**config.mk**
```make
export PLATFORM = sky130hd
export DESIGN_NAME = seq_mul_ctrl_flat
export DESIGN_NICKNAME = d
export VERILOG_FILES = /design/src/rtl/seq_mul_ctrl_if.sv /design/src/rtl/seq_mul_ctrl.sv /design/src/flat_wrapper.sv
export SDC_FILE = /design/constraint.sdc
export NUM_CORES = 1
export LEC_CHECK = 0
export ABC_AREA = 1
export CELL_PAD_IN_SITES_DETAIL_PLACEMENT = 0
export CELL_PAD_IN_SITES_GLOBAL_PLACEMENT = 1
export CORE_MARGIN = 2
export CORE_UTILIZATION = 30
export DETAILED_ROUTE_END_ITERATION = 10
export GPL_TIMING_DRIVEN = 0
export PLACE_DENSITY_LB_ADDON = 0.3
export SLEW_MARGIN = 20
export SYNTH_ARGS = -nofsm -noshare
export SYNTH_HDL_FRONTEND = slang
export SYNTH_SLANG_ARGS = --single-unit
```
**constraint.sdc**
```tcl
create_clock -name clk -period 1.3 [get_ports clk]
set_input_delay 0.39 -clock clk [delete_from_list [all_inputs] [get_ports clk]]
set_output_delay 0.39 -clock clk [all_outputs]
set_load 0.03 [all_outputs]
```
**src/rtl/seq_mul_ctrl_if.sv**
```systemverilog
// Operand and result handshake bundle between a source/consumer and seq_mul_ctrl.
// The master drives operands and result acceptance; the slave is the controller.
interface seq_mul_ctrl_if #(
  parameter int unsigned WIDTH = 6
);
  logic               in_valid;
  logic               in_ready;
  logic [WIDTH-1:0]   in_a;
  logic [WIDTH-1:0]   in_b;
  logic               out_valid;
  logic               out_ready;
  logic [2*WIDTH-1:0] out_product;

  modport master (
    output in_valid,
    output in_a,
    output in_b,
    output out_ready,
    input  in_ready,
    input  out_valid,
    input  out_product
  );

  modport slave (
    input  in_valid,
    input  in_a,
    input  in_b,
    input  out_ready,
    output in_ready,
    output out_valid,
    output out_product
  );
endinterface

```
**src/rtl/seq_mul_ctrl.sv**
```systemverilog
// Feeds operand pairs to a right-shift sequential multiplier, waits out its fixed
// iteration count, then holds the captured product on a valid/ready result port.
module seq_mul_ctrl #(
  parameter int unsigned WIDTH      = 6,
  parameter int unsigned MUL_CYCLES = 6,
  parameter int unsigned CNT_W      = 8
) (
  input  logic               clk,
  input  logic               rst,
  seq_mul_ctrl_if.slave      host,
  output logic               mul_load,
  output logic [WIDTH-1:0]   mul_a,
  output logic [WIDTH-1:0]   mul_b,
  input  logic [2*WIDTH-1:0] mul_product,
  output logic               busy,
  output logic [CNT_W-1:0]   done_count
);

  localparam int unsigned CntBits = $clog2(MUL_CYCLES + 1);

  typedef enum logic [1:0] {
    StIdle,
    StLoad,
    StRun,
    StHold
  } state_e;

  state_e               state_q, state_d;
  logic [CntBits-1:0]   cnt_q;
  logic [WIDTH-1:0]     mul_a_q, mul_b_q;
  logic [2*WIDTH-1:0]   out_product_q;
  logic [CNT_W-1:0]     done_count_q;
  logic                 cnt_done;
  logic                 accept;
  logic                 consume;

  // Capture one edge after the multiplier's last update, so the product is settled.
  assign cnt_done = (cnt_q == CntBits'(MUL_CYCLES));
  assign accept   = (state_q == StIdle) && host.in_valid;
  assign consume  = (state_q == StHold) && host.out_ready;

  always_comb begin
    state_d = state_q;
    case (state_q)
      StIdle:  if (host.in_valid) state_d = StLoad;
      StLoad:  state_d = StRun;
      StRun:   if (cnt_done) state_d = StHold;
      StHold:  if (host.out_ready) state_d = StIdle;
      default: state_d = StIdle;
    endcase
  end

  always_ff @(posedge clk) begin
    if (rst) begin
      state_q       <= StIdle;
      cnt_q         <= '0;
      mul_a_q       <= '0;
      mul_b_q       <= '0;
      out_product_q <= '0;
      done_count_q  <= '0;
    end else begin
      state_q <= state_d;
      if (accept) begin
        mul_a_q <= host.in_a;
        mul_b_q <= host.in_b;
      end
      if (state_q == StLoad) begin
        cnt_q <= '0;
      end else if (state_q == StRun) begin
        cnt_q <= cnt_q + CntBits'(1);
      end
      if ((state_q == StRun) && cnt_done) begin
        out_product_q <= mul_product;
      end
      if (consume) begin
        done_count_q <= done_count_q + CNT_W'(1);
      end
    end
  end

  assign host.in_ready    = (state_q == StIdle);
  assign host.out_valid   = (state_q == StHold);
  assign host.out_product = out_product_q;
  assign mul_load         = (state_q == StLoad);
  assign mul_a            = mul_a_q;
  assign mul_b            = mul_b_q;
  assign busy             = (state_q != StIdle);
  assign done_count       = done_count_q;

endmodule
```
**src/flat_wrapper.sv**
```systemverilog
// flat-port wrapper written by rule: the top's interface ports become plain ports
module seq_mul_ctrl_flat 
#(
  parameter int unsigned WIDTH      = 6,
  parameter int unsigned MUL_CYCLES = 6,
  parameter int unsigned CNT_W      = 8
)
  (clk, rst, mul_load, mul_a, mul_b, mul_product, busy, done_count, host_in_valid, host_in_a, host_in_b, host_out_ready, host_in_ready, host_out_valid, host_out_product);
  seq_mul_ctrl_if #(.WIDTH(WIDTH)) host_i ();
  input  logic clk;
  input  logic rst;
  output logic mul_load;
  output logic [WIDTH-1:0] mul_a;
  output logic [WIDTH-1:0] mul_b;
  input  logic [2*WIDTH-1:0] mul_product;
  output logic busy;
  output logic [CNT_W-1:0] done_count;
  input wire logic [$bits(host_i.in_valid)-1:0] host_in_valid;
  input wire logic [$bits(host_i.in_a)-1:0] host_in_a;
  input wire logic [$bits(host_i.in_b)-1:0] host_in_b;
  input wire logic [$bits(host_i.out_ready)-1:0] host_out_ready;
  output wire logic [$bits(host_i.in_ready)-1:0] host_in_ready;
  output wire logic [$bits(host_i.out_valid)-1:0] host_out_valid;
  output wire logic [$bits(host_i.out_product)-1:0] host_out_product;
  assign host_i.in_valid = host_in_valid;
  assign host_i.in_a = host_in_a;
  assign host_i.in_b = host_in_b;
  assign host_i.out_ready = host_out_ready;
  assign host_in_ready = host_i.in_ready;
  assign host_out_valid = host_i.out_valid;
  assign host_out_product = host_i.out_product;
  seq_mul_ctrl #(.WIDTH(WIDTH), .MUL_CYCLES(MUL_CYCLES), .CNT_W(CNT_W)) u_core (.clk(clk), .rst(rst), .host(host_i), .mul_load(mul_load), .mul_a(mul_a), .mul_b(mul_b), .mul_product(mul_product), .busy(busy), .done_count(done_count));
endmodule
```
==> reports/summary.txt, run 1 <==
Pre-CTS setup slack = -0.456 ns
Setup Crit Path Kind = reg -> out
PnR Total Power = 3.71 mW
GRT Util Overall = 13.6%
Placed cell areas = 0.00231 mm2
Most used DFF post-synth = dfxtp_1
Core region area = 0.00511 mm2
Max Fanout on Critical Path = 4
Top cells by area, synth = dfxtp_1 47%, nor2_1 9.0%, o21ai_0 7.9%
Die width = 76.7 um
Row count = 26
Number of flops mapped to enable cells by yosys = 0
Buffers on Ports = 63
Setup_tns = -0.515 ns
Cells after synthesis = 207
Worst Skew = 0.00470 ns
Fin crit period = 1.44 ns
Area Overhead vs Synth = 49.8%
Fmax = 697 MHz
Failing checks = negative setup slack
H-tree depth = 2
DR WL/cell = 10.7 um
Yosys top cell area share = 46.7%
# setup viols final = 4
Clk root buf = clkbuf_8
VDD IR max = 0.000959 V
Final nets = 317
Final slew viol count = 0
CP max-delay cell = dfxtp_4
Largest net degree at the start of global routing = 12
Setup WS post-layout = -0.135 ns
Crit-path max cell delay = 0.37 ns
Hold WS = 0.442 ns
Share of layout cells above drive strength 1 = 30.4%
I/O Pins = 64
Reg2reg start = u_core.state_q[0]
Worst skew pair latency = 0.29 ns
Pwr dens = 1560 mW/mm2
Clk buf depth = 2
Via count = 1468
ANT nets after route = 0
Vias in the first global route = 1410
Drt drc = 0
Post-synthesis average cell area = 7.66 um2
Slew headroom = 88.1%
CP delay by family, top = flip-flops
Min-delay src = u_core.host.out_product[2]
Ys async rst share = 0%
CTS sink cnt = 37
Synth warn = 0
HPWL after detailed placement = 2.69 mm
Starting Density = 31.0%
Cell area after synthesis = 0.00159 mm2
First-pass detailed-route iteration total = 4
CTS Buf Count = 5
Setup crit start = u_core.state_q[1]
Leak pwr = 1.07 nW
Initial DRC count = 26
Die H = 76.7 um
Syn_nets = 242
Grt ovf = 0
Final instance area = 0.00237 mm2
Synth unique cells = 22
DIE AREA = 0.00588 mm2
Crit start category = flop
Crit path capture type = output pin
Number of fill cells = 549
Placer Congestion = 0.707
Drt via density = 4.16
Worst path cell trace = ha_2 > buf_6
MaxCap Viol Count = 0
Final Hold Viols = 0
Reg clk slew, reported paths = 0.07 ns
Top cells by count, synth = 38 x nor2_1, 37 x dfxtp_1, 31 x inv_1
Seq cells post-synth = 37
Hold Path Class = reg -> reg
Initial antenna violation count = 0
Sequential element share of the synthesized area = 46.7%
Unrepaired setup endpoints after global routing = yes
Crit share post-route = 110%
Status = finished with violations
CP bufs+invs = 1
CP Data Required Time = 0.91 ns
Final wirelength = 3.77 mm
Synth area leader = dfxtp_1
First-pass GRT wire length = 6.44 mm
Most frequent cell after synthesis = nor2_1
Ant diodes = 0
CP arrival = 1.05 ns
CTS tree = built
Worst Tran Pin Value = 0.179 ns
-- metal layers --
metal | GRT usage, % | wire length, um
met1 | 16.5 | 1790
met2 | 21.5 | 1640
met3 | 5.53 | 278
met4 | 5.45 | 53
met5 | 0 | 0
-- flip-flops by register name, summed over array words and instances, names as in the netlist --
name,cells
u_core.done_count,8
u_core.mul_b,6
u_core.cnt_q,3
u_core.host.out_product,12
u_core.mul_a,6
u_core.state_q,2
-- worst min-delay path, delay by kind of cell, from the launching register on --
kind,cells,cell delay [ns]
DFF,1,0.31
AOI/OAI and AO/OA,1,0.05
buffers and inverters,1,0.04
-- final timing paths --
kind	to	slack, ns	depth (start not counted)
max	host_out_valid	-0.14	2
min	u_core.host.out_product[2]	0.44	2
max reg2reg	u_core.host.out_product[8]	0.04	7
min reg2reg	u_core.host.out_product[2]	0.44	2
-- power by group --
group	leakage (nW)	total [mW]	switching, mW	internal [mW]
sequential	0.305	1.41	0.108	1.30
combinational	0.719	1.53	0.877	0.648
clock	0.0450	0.770	0.399	0.371
total	1.07	3.71	1.38	2.32
-- cells by family after synthesis --
logic type / synth area share, %
AO/OA/AOI/OAI: 14.8
adder cells (fa/ha/maj): 5.52
buffers and inverters: 11.1
flip-flops: 46.7
AND/OR/NAND/NOR: 21.8
-- cell type report --
| class | instances | area (um2) | area share (%) |
|---|---|---|---|
| Tap cell | 70 | 87.6 | 3.69 |
| Timing Repair Buffer | 68 | 536 | 22.6 |
| Multi-Input combinational cell | 131 | 718 | 30.2 |
| Clock buffer | 6 | 72.6 | 3.06 |
| Clock inverter | 2 | 10.0 | 0.421 |
| Sequential cell | 37 | 754 | 31.8 |
| Inverter | 31 | 121 | 5.11 |
| Buffer | 8 | 75.1 | 3.16 |
-- through the flow --
stage               std cells  util (%)
finish                    353      46.5
global route              353      46.5
CTS                       352      44.9
detailed placement        340      45.2
global placement          340      45.2
floorplan                 207         -
-- cells in the final DEF (no fill, tap or decap), drive strengths merged --
master,n
inv,31
clkbuf,11
dlymetal6s2s,1
nor3b,1
dfxtp,37
buf,44
nand3,9
o21ai,25
nand2,25
clkdlybuf4s50,26
a21oi,19
ha,7
o21a,1
nand4,1
a211oi,1
clkinv,2
nor2,40
or2,2
-- repair_timing --
| item | in CTS | in global routing |
|---|---|---|
| cloned | 0 | 1 |
| pin swaps | 1 | 2 |
| buffers inserted | 4 | 0 |
| hold buffers | 0 | 0 |
| endpoints found under the setup margin | 52 | 37 |
| gates resized for setup | 203 | 45 |
Note: power is estimated with default switching activity, not from simulation.
==> run 2, diff against run 1 <==
--- a/config.mk
+++ b/config.mk
@@ -8,6 +8,7 @@
 export ABC_AREA = 1
 export CELL_PAD_IN_SITES_DETAIL_PLACEMENT = 0
 export CELL_PAD_IN_SITES_GLOBAL_PLACEMENT = 1
+export CORE_ASPECT_RATIO = 1.4
 export CORE_MARGIN = 2
 export CORE_UTILIZATION = 30
 export DETAILED_ROUTE_END_ITERATION = 10
==> run 2 against run 1 <==
Compared with the run above: the flow still finishes with violations (negative setup slack); sequential share of layout area increased by 0.35 points; register-to-register slack is essentially flat; die area up 0.14%; first-iteration DRC count fell by 23%.
==> reports/summary.txt, run 2 (synthesis gave the netlist of run 1 again) <==
Crit share post-route = 110% (-0.27 points)
Die H = 90.0 um (+17%)
Reg-to-reg slack, setup = 0.05 ns (about the same)
CTS sink cnt = 37 (unchanged)
Worst skew pair latency = 0.29 ns (about the same)
First-pass GRT wire length = 6.35 mm (-1.4%)
Hold Path Class = reg -> reg
WHS Endpoint = u_core.host.out_product[6]
Worst Skew = 0.00475 ns (+0.0000549 ns)
Crit start category = flop
Share of layout cells above drive strength 1 = 29.4% (-0.96 points)
CP most frequent cell = inv_2
Crit path capture type = output pin
I/O Pins = 64 (unchanged)
Area Overhead vs Synth = 47.4%
First-pass detailed-route iteration total = 4 (unchanged)
Placer Congestion = 0.721 (+2.1%)
Hold Buf Count CTS = 0 (unchanged)
Placed cell areas = 0.00230 mm2 (-0.22%)
CP Data Required Time = 0.91 ns (about the same)
Reg clk slew, reported paths = 0.08 ns (about the same)
Row count = 31 (+19%)
Failing checks = negative setup slack
Highest-count cells in the layout ignoring fill and taps = 38 x nor2_1, 29 x dfxtp_1, 27 x inv_1, 27 x buf_2, 27 x clkdlybuf4s50_1
Vias in the first global route = 1454 (+3.1%)
PnR Total Power = 3.60 mW (-2.8%)
Slew headroom = 88.1% (about the same)
Drt via density = 4.33 (+4.2%)
Grt ovf = 0 (unchanged)
Worst Tran Pin Value = 0.178 ns (-0.000811 ns)
H-tree depth = 2 (unchanged)
Highest Signal Layer = met4
VDD IR max = 0.000980 V (+2.2%)
Clk root buf = clkbuf_8
ANT nets after route = 0 (unchanged)
Initial antenna violation count = 0 (unchanged)
Initial DRC count = 20 (-23%)
GRT Util Overall = 13.5% (-0.12 points)
Starting Density = 31.0% (-0.076 points)
DIE AREA = 0.00589 mm2 (+0.14%)
Min-delay src = u_core.host.out_product[6]
Wire length on met3 = 340 um (+22%)
Status = finished with violations
Max Fanout on Critical Path = 5 (+1)
Leading cell type in the layout, fill and taps excluded = nor2_1
R2R cell count = 7 (unchanged)
Ant diodes = 0 (unchanged)
Leak pwr = 1.05 nW (-1.5%)
Setup WS post-layout = -0.132 ns (+0.00350 ns)
Core region area = 0.00512 mm2 (+0.24%)
Final Hold Viols = 0 (unchanged)
Unrepaired setup endpoints after global routing = yes
Die width = 65.4 um (-15%)
Hold-critical path depth = 2 (unchanged)
MaxCap Viol Count = 0 (unchanged)
Buffers on Ports = 63 (unchanged)
Max reg flops = 12 (unchanged)
Pwr dens = 1540 mW/mm2 (-1.2%)
Final instance area = 0.00234 mm2 (-1.6%)
Largest net degree at the start of global routing = 13 (+1)
HPWL after detailed placement = 2.69 mm (about the same)
CP max-delay cell = dfxtp_2
Final slew viol count = 0 (unchanged)
Reg2reg end = u_core.host.out_product[5]
Clk buf depth = 2 (unchanged)
Worst path cell trace = inv_2 > ha_4 > inv_2 > buf_6
Final wirelength = 3.73 mm (-0.98%)
Fmax = 698 MHz (+0.24%)
Metal2 WL = 1.75 mm (+6.6%)
CTS Buf Count = 5 (unchanged)
Via count = 1508 (+2.7%)
Crit-path max cell delay = 0.36 ns (about the same)
Setup Crit Path Kind = reg -> out
CP arrival = 1.04 ns (about the same)
CTS tree = built
Final nets = 316 (-0.32%)
DR WL/cell = 10.7 um (+0.44%)
# setup viols final = 4 (unchanged)
Fin crit period = 1.43 ns (-0.00350 ns)
Drt drc = 0 (unchanged)
Reg2reg start = u_core.state_q[0]
Post-Route M1 WL = 1.59 mm (-11%)
==> run 2: changes by cell type in the layout (fill, tap and decap cells not counted), sizes merged <==
cell	previous run	this run
dlymetal6s2s	1	0
clkinvlp	0	1
clkbuf	11	9
clkdlybuf4s50	26	27
==> run 2: timing repair <==
action                                  4_1_cts  5_1_grt
buffers inserted                              0        3
gates cloned                                  0        1
resized for setup                           201       30
endpoints found under the setup margin       53       33
pin swaps                                     1        1
==> run 2: how the worst max path moves through the flow <==
| stage | start | endpoint | slack (ns) | cells past startpoint |
|---|---|---|---|---|
| 3_5_place_dp | u_core.state_q[0] | busy | -0.47 | 4 |
| 4_1_cts | u_core.state_q[0] | busy | -0.16 | 4 |
| 6_report | u_core.state_q[0] | busy | -0.13 | 4 |
| 3_3_place_gp | u_core.state_q[0] | busy | -0.45 | 4 |
| 5_1_grt | u_core.state_q[0] | busy | -0.20 | 4 |
| 2_1_floorplan | u_core.state_q[0] | u_core.mul_a[2] | 0.008 | 6 |
==> run 2: layer usage <==
metal	vias up	track usage [%]
li1	794	-
met1	656	15.1
met2	54	22.7
met3	4	4.38
met4	0	6.25
met5	-	0
==> run 2: metrics by stage <==
step	setup TNS (ns)	std cells	worst slack [ns]	hold WS [ns]	utilization, %
final	-0.502	348	-0.132	0.439	45.7
after global routing	-1.13	348	-0.197	0.461	45.7
after CTS	-0.582	344	-0.158	0.444	44.1
after detailed placement	-11.63	336	-0.468	0.434	45.0
after global placement	-11.28	336	-0.446	0.430	45.0
after floorplan	0	207	0.00779	0.479	-
==> run 2: final cells by class <==
cell class / instances / area [um2]
Clock buffer: 5 / 68.8
Multi-Input combinational cell: 131 / 712
Inverter: 31 / 116
Sequential cell: 37 / 751
Buffer: 8 / 66.3
Tap cell: 66 / 82.6
Fill cell: 574 / 2780
Timing Repair Buffer: 67 / 523
Clock inverter: 3 / 17.5
==> run 2: power breakdown <==
part           switching [mW]  leakage (nW)  internal [mW]
sequential             0.0894         0.305           1.29
combinational           0.840         0.705          0.584
clock                   0.428        0.0439          0.370
==> run 2: worst max-delay path, delay by kind of cell (launching register included) <==
kind / cells / cell delay, ns
adder cells (fa/ha/maj): 1 / 0.17
flip-flops: 1 / 0.36
buffers and inverters: 3 / 0.23
==> run 3, diff against run 2 <==
--- a/config.mk
+++ b/config.mk
@@ -10,7 +10,7 @@
 export CELL_PAD_IN_SITES_GLOBAL_PLACEMENT = 1
 export CORE_ASPECT_RATIO = 1.4
 export CORE_MARGIN = 2
-export CORE_UTILIZATION = 30
+export CORE_UTILIZATION = 27
 export DETAILED_ROUTE_END_ITERATION = 10
 export GPL_TIMING_DRIVEN = 0
 export PLACE_DENSITY_LB_ADDON = 0.3
==> constraint.sdc (replaced) <==
create_clock -name clk -period 1.25 [get_ports clk]
set_input_delay 0.375 -clock clk [delete_from_list [all_inputs] [get_ports clk]]
set_output_delay 0.375 -clock clk [all_outputs]
set_load 0.03 [all_outputs]
==> run 3 against run 2 <==
Compared with the run above: the flow still finishes with violations (negative setup slack); clock power increased by 35%; worst hold slack about the same; sequential share of layout area decreased by 1.7 points; highest routed layer unchanged; combinational power increased by 15%; cell area increased by 6.1%.
==> reports/summary.txt, run 3 (synthesis gave the netlist of run 1 again) <==
Min-delay src = u_core.host.out_product[9]
Fmax = 703 MHz
Worst Tran Pin Value = 0.191 ns (+0.0127 ns)
CTS sink cnt = 37 (unchanged)
Starting Density = 27.4% (-3.5 points)
Final nets = 320 (+1.3%)
Crit-path max cell delay = 0.36 ns (about the same)
Hold Buf Count CTS = 0 (unchanged)
Setup Crit Path Kind = reg -> out
Final slew viol count = 0 (unchanged)
Setup_tns = -0.968 ns (-0.466 ns)
GRT Util Overall = 12.4% (-1.1 points)
CP arrival = 1.05 ns (about the same)
Leak pwr = 1.11 nW (+5.1%)
Final wirelength = 3.91 mm (+4.9%)
Buffers on Ports = 63 (unchanged)
Via count = 1524 (+1.1%)
Hold Path Class = reg -> reg
Setup WS post-layout = -0.173 ns (-0.0408 ns)
Clk buf depth = 2 (unchanged)
Hold-critical path depth = 2 (unchanged)
H-tree depth = 2 (unchanged)
Row count = 33 (+6.5%)
CP bufs+invs = 2 (-1)
Initial DRC count = 29 (+45%)
Status = finished with violations
Ant diodes = 0 (unchanged)
Max Fanout on Critical Path = 4 (-1)
Initial antenna violation count = 0 (unchanged)
Final Hold Viols = 0 (unchanged)
Pre-CTS setup slack = -0.487 ns (-0.0189 ns)
Number of fill cells = 628 (+9.4%)
Leading cell type in the layout, fill and taps excluded = nor2_1
DR WL/cell = 11.0 um (+2.6%)
Worst path cell trace = inv_2 > ha_4 > buf_4
Slew headroom = 87.3% (-0.85 points)
CTS Buf Count = 5 (unchanged)
First-pass detailed-route iteration total = 4 (unchanged)
DIE AREA = 0.00651 mm2 (+11%)
CTS tree = built
CP max-delay cell = dfxtp_2
Crit start category = flop
Crit share post-route = 114%
Highest-count cells in the layout ignoring fill and taps = 37 x nor2_1, 28 x dfxtp_1, 27 x inv_1, 27 x clkdlybuf4s50_1, 24 x nand2_1
Clk root buf = clkbuf_8
Worst Skew = 0.00542 ns (+0.000667 ns)
Reg-to-reg slack, setup = -0.04 ns (-0.09 ns)
MaxCap Viol Count = 0 (unchanged)
Grt ovf = 0 (unchanged)
# setup viols final = 13 (+9)
CP delay by family, top = flip-flops
Share of layout cells above drive strength 1 = 35.7% (+6.2 points)
Fin crit period = 1.42 ns
Worst skew pair latency = 0.29 ns (about the same)
First-pass GRT wire length = 6.06 mm (-4.6%)
Unrepaired setup endpoints after global routing = yes
Placer Congestion = 0.720 (-0.24%)
VDD IR max = 0.000792 V (-19%)
Drt drc = 0 (unchanged)
Pwr dens = 1670 mW/mm2 (+8.5%)
I/O Pins = 64 (unchanged)
Die width = 68.8 um (+5.1%)
HPWL after detailed placement = 2.69 mm (+0.21%)
Drt via density = 4.28 (-1.2%)
Die H = 94.7 um (+5.2%)
Max reg flops = 12 (unchanged)
Reg2reg end = u_core.host.out_product[4]
Largest net degree at the start of global routing = 12 (-1)
Core region area = 0.00578 mm2 (+13%)
Area Overhead vs Synth = 56.4%
Crit path capture type = output pin
Reg clk slew, reported paths = 0.07 ns (about the same)
ANT nets after route = 0 (unchanged)
Vias in the first global route = 1406 (-3.3%)
Reg2reg start = u_core.state_q[0]
CP Data Required Time = 0.88 ns (-0.03 ns)
WHS Endpoint = u_core.host.out_product[9]
R2R cell count = 7 (unchanged)
Failing checks = negative setup slack
==> run 3: cell count changes in the layout (fill, tap and decap cells not counted), sizes merged <==
cell      delta
bufinv       +1
clkinv       -2
buf          +6
clkinvlp     -1
==> run 3: tightest hold or removal path: stages, from the launching register on <==
cell     delay, ns
dfxtp_1       0.31
inv_1         0.04
a21oi_1       0.05
==> run 3: area by class of cell <==
cell class / count / area (um2) / area share, %
Buffer: 8 / 71.3 / 2.88
Timing Repair Buffer: 71 / 562 / 22.7
Tap cell: 70 / 87.6 / 3.53
Sequential cell: 37 / 754 / 30.4
Clock inverter: 1 / 30.0 / 1.21
Multi-Input combinational cell: 131 / 772 / 31.1
Inverter: 31 / 116 / 4.69
Clock buffer: 7 / 86.3 / 3.48
==> run 3: worst max path at each step <==
| stage | endpoint | from | cells after the start | slack, ns |
|---|---|---|---|---|
| after CTS | mul_load | u_core.state_q[1] | 3 | -0.17 |
| final | host_in_ready | u_core.state_q[0] | 3 | -0.17 |
| after detailed placement | busy | u_core.state_q[0] | 4 | -0.49 |
| after global routing | busy | u_core.state_q[1] | 4 | -0.22 |
| after global placement | busy | u_core.state_q[0] | 4 | -0.48 |
| after floorplan | u_core.mul_a[2] | u_core.state_q[0] | 6 | -0.04 |
==> run 3: routing by layer <==
layer	global-route usage, %	wire length [um]
met5	0	0
met4	5.39	68
met3	5.13	410
met2	20.9	1840
met1	13.2	1590
==> run 3: timing repair <==
action / 4_1_cts / 5_1_grt
endpoints found under the hold margin: 0 / 0
setup endpoints to repair: 55 / 43
gates cloned: 1 / 1
setup buffers: 4 / 2
resized for setup: 218 / 50
pin swaps: 1 / 4
==> run 3: through the flow <==
step | cell area [um2] | utilization (%) | power, mW | cells | hold slack, ns
floorplan | 1590 | - | 2.38 | 207 | 0.479
global placement | 2310 | 39.9 | 2.90 | 340 | 0.431
detailed placement | 2310 | 39.9 | 2.91 | 340 | 0.434
CTS | 2350 | 40.7 | 4.08 | 353 | 0.444
global route | 2480 | 42.9 | 4.42 | 356 | 0.457
finish | 2480 | 42.9 | 4.15 | 356 | 0.438
==> run 3: power by group <==
part	internal, mW	total (mW)	switching (mW)
clock network	0.651	1.08	0.425
registers	1.34	1.44	0.0943
logic	0.705	1.64	0.931
total	2.70	4.15	1.45
